$ cat src/rtl/regfile_dump.sv
// Sequential register-file reader: walks an inclusive address range and streams each value out on valid/ready.
// Optional feature macro REGDUMP_CHECKSUM_EN appends an XOR checksum beat after the last register.
module regfile_dump #(
  parameter int unsigned WIDTH  = 64,
  parameter int unsigned ADDR_W = 5,
  parameter int unsigned N_REGS = 32
) (
  input  logic              clk,
  input  logic              reset,
  input  logic              start,
  input  logic [ADDR_W-1:0] first_addr,
  input  logic [ADDR_W-1:0] last_addr,
  output logic [ADDR_W-1:0] r_addr,
  input  logic [WIDTH-1:0]  r_data,
  output logic              dout_valid,
  input  logic              dout_ready,
  output logic [WIDTH-1:0]  dout_data,
  output logic [ADDR_W-1:0] dout_idx,
  output logic              dout_last,
  output logic              dout_csum,
  output logic              busy,
  output logic              done
);

  localparam logic [ADDR_W-1:0] MAX_ADDR = ADDR_W'(N_REGS - 1);

`ifdef REGDUMP_CHECKSUM_EN
  typedef enum logic [2:0] {
    S_IDLE  = 3'd0,
    S_FETCH = 3'd1,
    S_SEND  = 3'd2,
    S_CSUM  = 3'd3,
    S_DONE  = 3'd4
  } state_e;
`else
  typedef enum logic [2:0] {
    S_IDLE  = 3'd0,
    S_FETCH = 3'd1,
    S_SEND  = 3'd2,
    S_DONE  = 3'd4
  } state_e;
`endif

  state_e              state_q, state_d;
  logic [ADDR_W-1:0]   r_addr_q, r_addr_d;
  logic [ADDR_W-1:0]   last_q, last_d;
  logic [WIDTH-1:0]    dout_data_q, dout_data_d;
  logic [ADDR_W-1:0]   dout_idx_q, dout_idx_d;
  logic                dout_valid_q, dout_valid_d;
  logic                dout_last_q, dout_last_d;
  logic                busy_q, busy_d;
  logic                done_q, done_d;
  logic [ADDR_W-1:0]   last_clamp;
  logic                handshake;
`ifdef REGDUMP_CHECKSUM_EN
  logic [WIDTH-1:0]    acc_q, acc_d;
  logic                dout_csum_q, dout_csum_d;
`endif

  // Addresses beyond the file are pinned to the top register
  assign last_clamp = (last_addr > MAX_ADDR) ? MAX_ADDR : last_addr;
  assign handshake  = dout_valid_q && dout_ready;

  always_comb begin
    state_d      = state_q;
    r_addr_d     = r_addr_q;
    last_d       = last_q;
    dout_data_d  = dout_data_q;
    dout_idx_d   = dout_idx_q;
    dout_valid_d = dout_valid_q;
    dout_last_d  = dout_last_q;
    busy_d       = busy_q;
    done_d       = 1'b0;
`ifdef REGDUMP_CHECKSUM_EN
    acc_d        = acc_q;
    dout_csum_d  = dout_csum_q;
`endif
    case (state_q)
      S_IDLE: begin
        if (start) begin
          busy_d = 1'b1;
`ifdef REGDUMP_CHECKSUM_EN
          acc_d  = '0;
`endif
          if (first_addr <= last_clamp) begin
            last_d   = last_clamp;
            r_addr_d = first_addr;
            state_d  = S_FETCH;
          end else begin
`ifdef REGDUMP_CHECKSUM_EN
            state_d = S_CSUM;
`else
            state_d = S_DONE;
            done_d  = 1'b1;
`endif
          end
        end
      end
      S_FETCH: begin
        dout_data_d  = r_data;
        dout_idx_d   = r_addr_q;
        dout_valid_d = 1'b1;
`ifdef REGDUMP_CHECKSUM_EN
        // The checksum beat carries the end-of-dump marker instead
        dout_last_d  = 1'b0;
        dout_csum_d  = 1'b0;
        acc_d        = acc_q ^ r_data;
`else
        dout_last_d  = (r_addr_q == last_q);
`endif
        state_d      = S_SEND;
      end
      S_SEND: begin
        if (handshake) begin
          dout_valid_d = 1'b0;
          if (r_addr_q == last_q) begin
`ifdef REGDUMP_CHECKSUM_EN
            state_d = S_CSUM;
`else
            state_d = S_DONE;
            done_d  = 1'b1;
`endif
          end else begin
            r_addr_d = r_addr_q + ADDR_W'(1);
            state_d  = S_FETCH;
          end
        end
      end
`ifdef REGDUMP_CHECKSUM_EN
      S_CSUM: begin
        // First cycle loads the checksum beat, then wait for its handshake
        if (!dout_valid_q) begin
          dout_data_d  = acc_q;
          dout_idx_d   = '0;
          dout_last_d  = 1'b1;
          dout_csum_d  = 1'b1;
          dout_valid_d = 1'b1;
        end else if (dout_ready) begin
          dout_valid_d = 1'b0;
          state_d      = S_DONE;
          done_d       = 1'b1;
        end
      end
`endif
      S_DONE: begin
        busy_d  = 1'b0;
        state_d = S_IDLE;
      end
      default: begin
        state_d = S_IDLE;
      end
    endcase
  end

  always_ff @(posedge clk or negedge reset) begin
    if (!reset) begin
      state_q      <= S_IDLE;
      r_addr_q     <= '0;
      last_q       <= '0;
      dout_data_q  <= '0;
      dout_idx_q   <= '0;
      dout_valid_q <= 1'b0;
      dout_last_q  <= 1'b0;
      busy_q       <= 1'b0;
      done_q       <= 1'b0;
    end else begin
      state_q      <= state_d;
      r_addr_q     <= r_addr_d;
      last_q       <= last_d;
      dout_data_q  <= dout_data_d;
      dout_idx_q   <= dout_idx_d;
      dout_valid_q <= dout_valid_d;
      dout_last_q  <= dout_last_d;
      busy_q       <= busy_d;
      done_q       <= done_d;
    end
  end

`ifdef REGDUMP_CHECKSUM_EN
  always_ff @(posedge clk or negedge reset) begin
    if (!reset) begin
      acc_q       <= '0;
      dout_csum_q <= 1'b0;
    end else begin
      acc_q       <= acc_d;
      dout_csum_q <= dout_csum_d;
    end
  end
  assign dout_csum = dout_csum_q;
`else
  assign dout_csum = 1'b0;
`endif

  assign r_addr     = r_addr_q;
  assign dout_data  = dout_data_q;
  assign dout_idx   = dout_idx_q;
  assign dout_valid = dout_valid_q;
  assign dout_last  = dout_last_q;
  assign busy       = busy_q;
  assign done       = done_q;

endmodule

$ cat config.mk
export PLATFORM = sky130hd
export DESIGN_NAME = regfile_dump
export DESIGN_NICKNAME = d
export VERILOG_FILES = /design/src/rtl/regfile_dump.sv
export SDC_FILE = /design/constraint.sdc
export NUM_CORES = 1
export LEC_CHECK = 0
export ABC_AREA = 1
export CORE_MARGIN = 2
export CORE_UTILIZATION = 47
export CTS_BUF_LIST = sky130_fd_sc_hd__clkbuf_8
export DETAILED_ROUTE_END_ITERATION = 7
export PLACE_DENSITY_LB_ADDON = 0.08
export SYNTH_ARGS = -nofsm -noshare
export SYNTH_HDL_FRONTEND = slang
export SYNTH_SLANG_ARGS = --single-unit
$ cat constraint.sdc
create_clock -name clk -period 2.1 [get_ports clk]
set_input_delay 0.42 -clock clk [delete_from_list [all_inputs] [get_ports clk]]
set_output_delay 0.42 -clock clk [all_outputs]
set_load 0.02 [all_outputs]
Word level (Yosys, flattened, before mapping)

Index checks and enable logic that the tools add are counted.

Bits in registers: 86
Output and inout port bits: 79

Add/sub/neg operators: 1
Order comparisons: 2
Equal/unequal tests: 8
Multiplexer cells: 20
Reductions and logical operators: 10

Operators with widths:

| cell                | count |
|---|---|
| $mux 5              | 5 |
| $mux 3              | 4 |
| $pmux 5 s2          | 1 |
| $pmux 3 s3          | 1 |
| $ne 2x2->1 const B  | 4 |
| $mux 1              | 6 |
| $pmux 1 s2          | 3 |
| $reduce_and 2->1    | 3 |
| $reduce_bool 2->1   | 3 |
| $add 5x1->5 const B | 1 |
| $eq 5x5->1          | 1 |
| $gt 5x5->1 const B  | 1 |
| $le 5x5->1          | 1 |
| $reduce_and 5->1    | 1 |
| $eq 3x1->1 const B  | 1 |
| $eq 3x2->1 const B  | 1 |
| $eq 3x3->1 const B  | 1 |
| $logic_not 3->1     | 1 |
| $reduce_and 3->1    | 1 |
| $logic_and 1x1->1   | 1 |

Logic depth before layout (Yosys ltp)

Depth in word-level cells: 6
Mapped depth: 10

Worst setup path after synthesis

Ideal clock, no wire load.

Path kind: input-to-reg
Start: in last_addr[4]
End: reg r_addr_q[0], in the netlist r_addr[0]
Setup time: 0.066 ns
Data arrival time: 1.482 ns
Required time: 2.034 ns
Setup slack: 0.552 ns
Cell stages on the path: 10
Path buffers: 0
Cell sequence: inv_1 > ha_1 > nand2_1 > nor2_1 > nand2_1 > nand3_1 > nand3_1 > nand3_4 > nand2_1 > nand2_1

Cells in the longest elaborated chain, start to end: 5

Ends and longest elaborated chain:

| item                                  | line | source |
|---|---|---|
| from (decl)                           | 12   | `input logic [ADDR_W-1:0] last_addr,` |
| $gt 5x5->1                            | 61   | `assign last_clamp = (last_addr > MAX_ADDR) ? MAX_ADDR : last_addr;` |
| $mux 5 (*)                            | 61   |  |
| $le 5x5->1 (*)                        | 85   | `if (first_addr <= last_clamp) begin` |
| $ne 2x2->1 (no source line) (*)       | n/a  |  |
| $reduce_and 5->1 (no source line) (*) | n/a  |  |
| to (signal assigned)                  | 168  | `r_addr_q <= r_addr_d;` |
| to (decl)                             | 45   | `logic [ADDR_W-1:0] r_addr_q, r_addr_d;` |

Every way passes the cells marked *; elsewhere a longest branch is shown, timed or not.
A chain may end at the register's enable or synchronous reset.

Worst setup path in the final report

Start: reg r_addr_q[2], in the netlist r_addr[2]
End: out r_addr[2]

RTL lines:

| item      | line | source |
|---|---|---|
| to (decl) | 13   | `output logic [ADDR_W-1:0] r_addr,` |

No word-level cell between the ends.

==> summary.txt <==
Cells and area
  • Fillers: ~590
  • Ant. Diodes: 0
  • Synthesis-to-layout area growth: 50.5%
  • Final net count: 666
  • Util after Layout: 72.2%
  • Layout cells sized above 1: between 6 and 7%

Timing
  • PnR worst setup slack: 0.137 ns
  • Slew HR: 19.1%
  • Post-layout min period: 1.96 ns
  • Period utilization: 93.5%
  • Max Slew Vio Count: 0
  • Fmax: 0.509 GHz
  • RSZ-0062 raised after global routing: false
  • Clock skew: 0.0137 ns
  • Final setup vio count: 0
  • Slew @ Worst Pin: 1.21 ns
  • Final Hold Vio Count: 0

Logic synthesis
  • Sequential fraction of the synthesis area: 58.7%
  • EDFF count, synth: 0
  • Top cell type's share of synthesized area: 58.7%
  • Synth Net Count: 511
  • Top FF cell, synth: dfrtp_1
  • #FFs+latches synth: 86
  • Synth area leader: dfrtp_1
  • Yosys warning count: 0
  • Post-Syn Area: 3670 µm²
  • Mapped Cells: 427
  • Synth cell types: 25
  • Area contributors post-synth: dfrtp_1, nand2_1, ha_1
  • Syn avg cell area: ~8.6 µm²
  • Asr flop ratio synth: 100%

Power and ir drop
  • Final Power: about 8500 µW
  • Leakage: 0.00273 µW
  • Total net switching power: 3490 µW
  • Pint: 5020 µW
  • Maximum vdd drop: 727 µV
  • Sw Share: 41.0%
  • Seq pwr share: about a third
  • Clk pwr share: around 15%
  • Combinational share of power: between 50% and 60%
  • Pwr/cell area: 1540 nW/µm²

Setup path
  • Slowest CP cell: clkdlybuf4s50_1
  • Crit end category: primary output
  • Worst reg2reg startpoint: state_q[0]$_DFFE_PN0P_
  • CP arrival: 1.54 ns
  • Required time worst endpoint: 1.68 ns
  • Peak per-stage delay on the critical path: 0.67 ns
  • Critical path startpoint category: flip-flop
  • Crit path cell chain: clkdlybuf4s50_1
  • Critical path's top delay family: buffers and inverters
  • Crit path max fanout: 9
  • WP buf/inv: 1
  • CP Launch Point: r_addr[2]$_DFFE_PN0P_
  • Worst Path Class, Setup: flip-flop to primary output

Placed design
  • RD Place Congestion: 0.783
  • PortBufs: roughly 160
  • Setup WS pre-CTS: -0.111 ns
  • Post-DP HPWL: 6740 µm

CTS
  • Worst-path clk slew: 0.09 ns
  • H-tree depth: 3
  • Num CTS Buffers: 9
  • Hold Buf Count CTS: 0
  • Worst-skew pair later-pin latency: 0.35 ns
  • Post-CTS setup repair buffer count: 0
  • CTS Root Cell: clkbuf_8
  • CTS tree: built
  • Max clock buf depth: 2
  • Post-cts repair resize count: 0
  • Clk sinks: 86

Detailed routing
  • Wirelength per Cell: 13.6 µm
  • Drt total wl: 9380 µm
  • Vias: 3288
  • Initial DRC Count: about 150
  • Post-route ant nets: 0
  • TritonRoute pass-1 iters: 4
  • DR DRC count: 0
  • Via density per instance: 4.77

Run
  • Max-cap violations: 0

Global route
  • Number of global-route vias before repair: 3169
  • Gr usage total: 22.9%
  • Pin count of the biggest net entering global routing: 77
  • Global-route wire length before repair: 15400 µm
  • Total global routing overflow: 0
  • Initial antenna violation count: 0

Floorplanning
  • Die Span X: 92.3 µm
  • Starting Density: 47.9%
  • Site Rows: 32
  • Die height: 92.3 µm
  • Core box area: 7650 µm²
  • I/O pin cnt: approximately 160
  • Die area: 8520 µm²

Worst hold path
  • Hold Path Class: primary input to async pin

Outcome
  • Status: finished, final reports clean
## per-layer routing
metal	part of all wire (%)	global-route usage, %	routed length [µm]	up-vias
li1	-	-	-	1620
met1	43	28.8	4010	1556
met2	50	39.2	4660	103
met3	6.4	5.70	598	9
met4	1.1	7.21	104	0
met5	0	0	0	-
## Yosys cell counts (2+ instances only)
library cell / number
inv_1: 17
inv_2: 2
dfrtp_1: 86
nor2_1: 2
buf_4: 8
nor3_2: 2
nand3_1: 7
o22ai_1: 2
clkbuf_1: 5
nand4_1: 7
xnor2_1: 2
ha_1: 6
o21ai_0: 13
nand2_1: 251
nand2_2: 3
nand3_2: 2
buf_2: 4
## flip-flops by register name, indices dropped and copies added (netlist names)
name        flops
busy            1
done            1
dout_data      64
dout_idx        5
dout_last       1
dout_valid      1
last_q          5
r_addr          5
state_q         3
## final timing paths
| path | slack, ns | end | cells after the start |
|---|---|---|---|
| setup reg to reg | 0.25 | dout_valid$_DFFE_PN0P_ | 5 |
| max in group asynchronous | 1.38 | dout_data[22]$_DFFE_PN0P_ | 2 |
| hold reg to reg | 0.47 | dout_data[48]$_DFFE_PN0P_ | 2 |
| hold / removal | 0.03 | dout_data[11]$_DFFE_PN0P_ | 1 |
| setup / recovery | 0.14 | r_addr[2] | 1 |
| min in group clk | 0.47 | dout_data[48]$_DFFE_PN0P_ | 2 |
## area by class of cell
cell class              instances  area (µm²)  share of cell area, %
clock inverters                 6        86.3                   1.56
multi-input cells             304        1350                   24.4
clock buffers                  10         138                   2.49
flip-flops and latches         86        2150                   39.0
inverters                      20        76.3                   1.38
repair buffers                161        1590                   28.9
well taps                     102         128                   2.31
## cells by family (layout without fill, tap and decap cells)
family / after synthesis / in the layout / share of synthesized area, %
other cells: 1 / 1 / 0.102
simple gates: 278 / 278 / 31.2
flops: 86 / 86 / 58.7
buf+inv: 37 / 197 / 4.78
xor+xnor: 2 / 2 / 0.478
compound gates: 17 / 17 / 2.70
fa+ha+maj: 6 / 6 / 2.05
## power groups by stage
stage	Combinational, µW	Clock [µW]	Sequential [µW]
2_1_floorplan	1500	0	3770
3_3_place_gp	4240	0	2920
3_5_place_dp	4320	0	2960
4_1_cts	4340	1300	2930
5_1_grt	4700	1380	3040
6_report	4290	1290	2930
## placed cells by master, fill, tap and decap left out, drive strengths merged, types with 3 or more instances in the layout
cell and instances:
clkbuf 10, nand4 8, nand2 254, buf 7, clkdlybuf4s50 154, nor2 3, clkinvlp 3, dfrtp 86
inv 20, o21ai 13, nand3 10, ha 6
## stage by stage
step                instances  cell area [µm²]  hold slack, ns  TNS (ns)
floorplan                 427             3670           0.124         0
global placement          673             5300           0.421    -0.161
detailed placement        673             5300           0.418    -0.744
CTS                       689             5520          0.0404         0
global route              689             5520          0.0582         0
finish                    689             5520          0.0278         0
(Power assumes the default switching activity.)
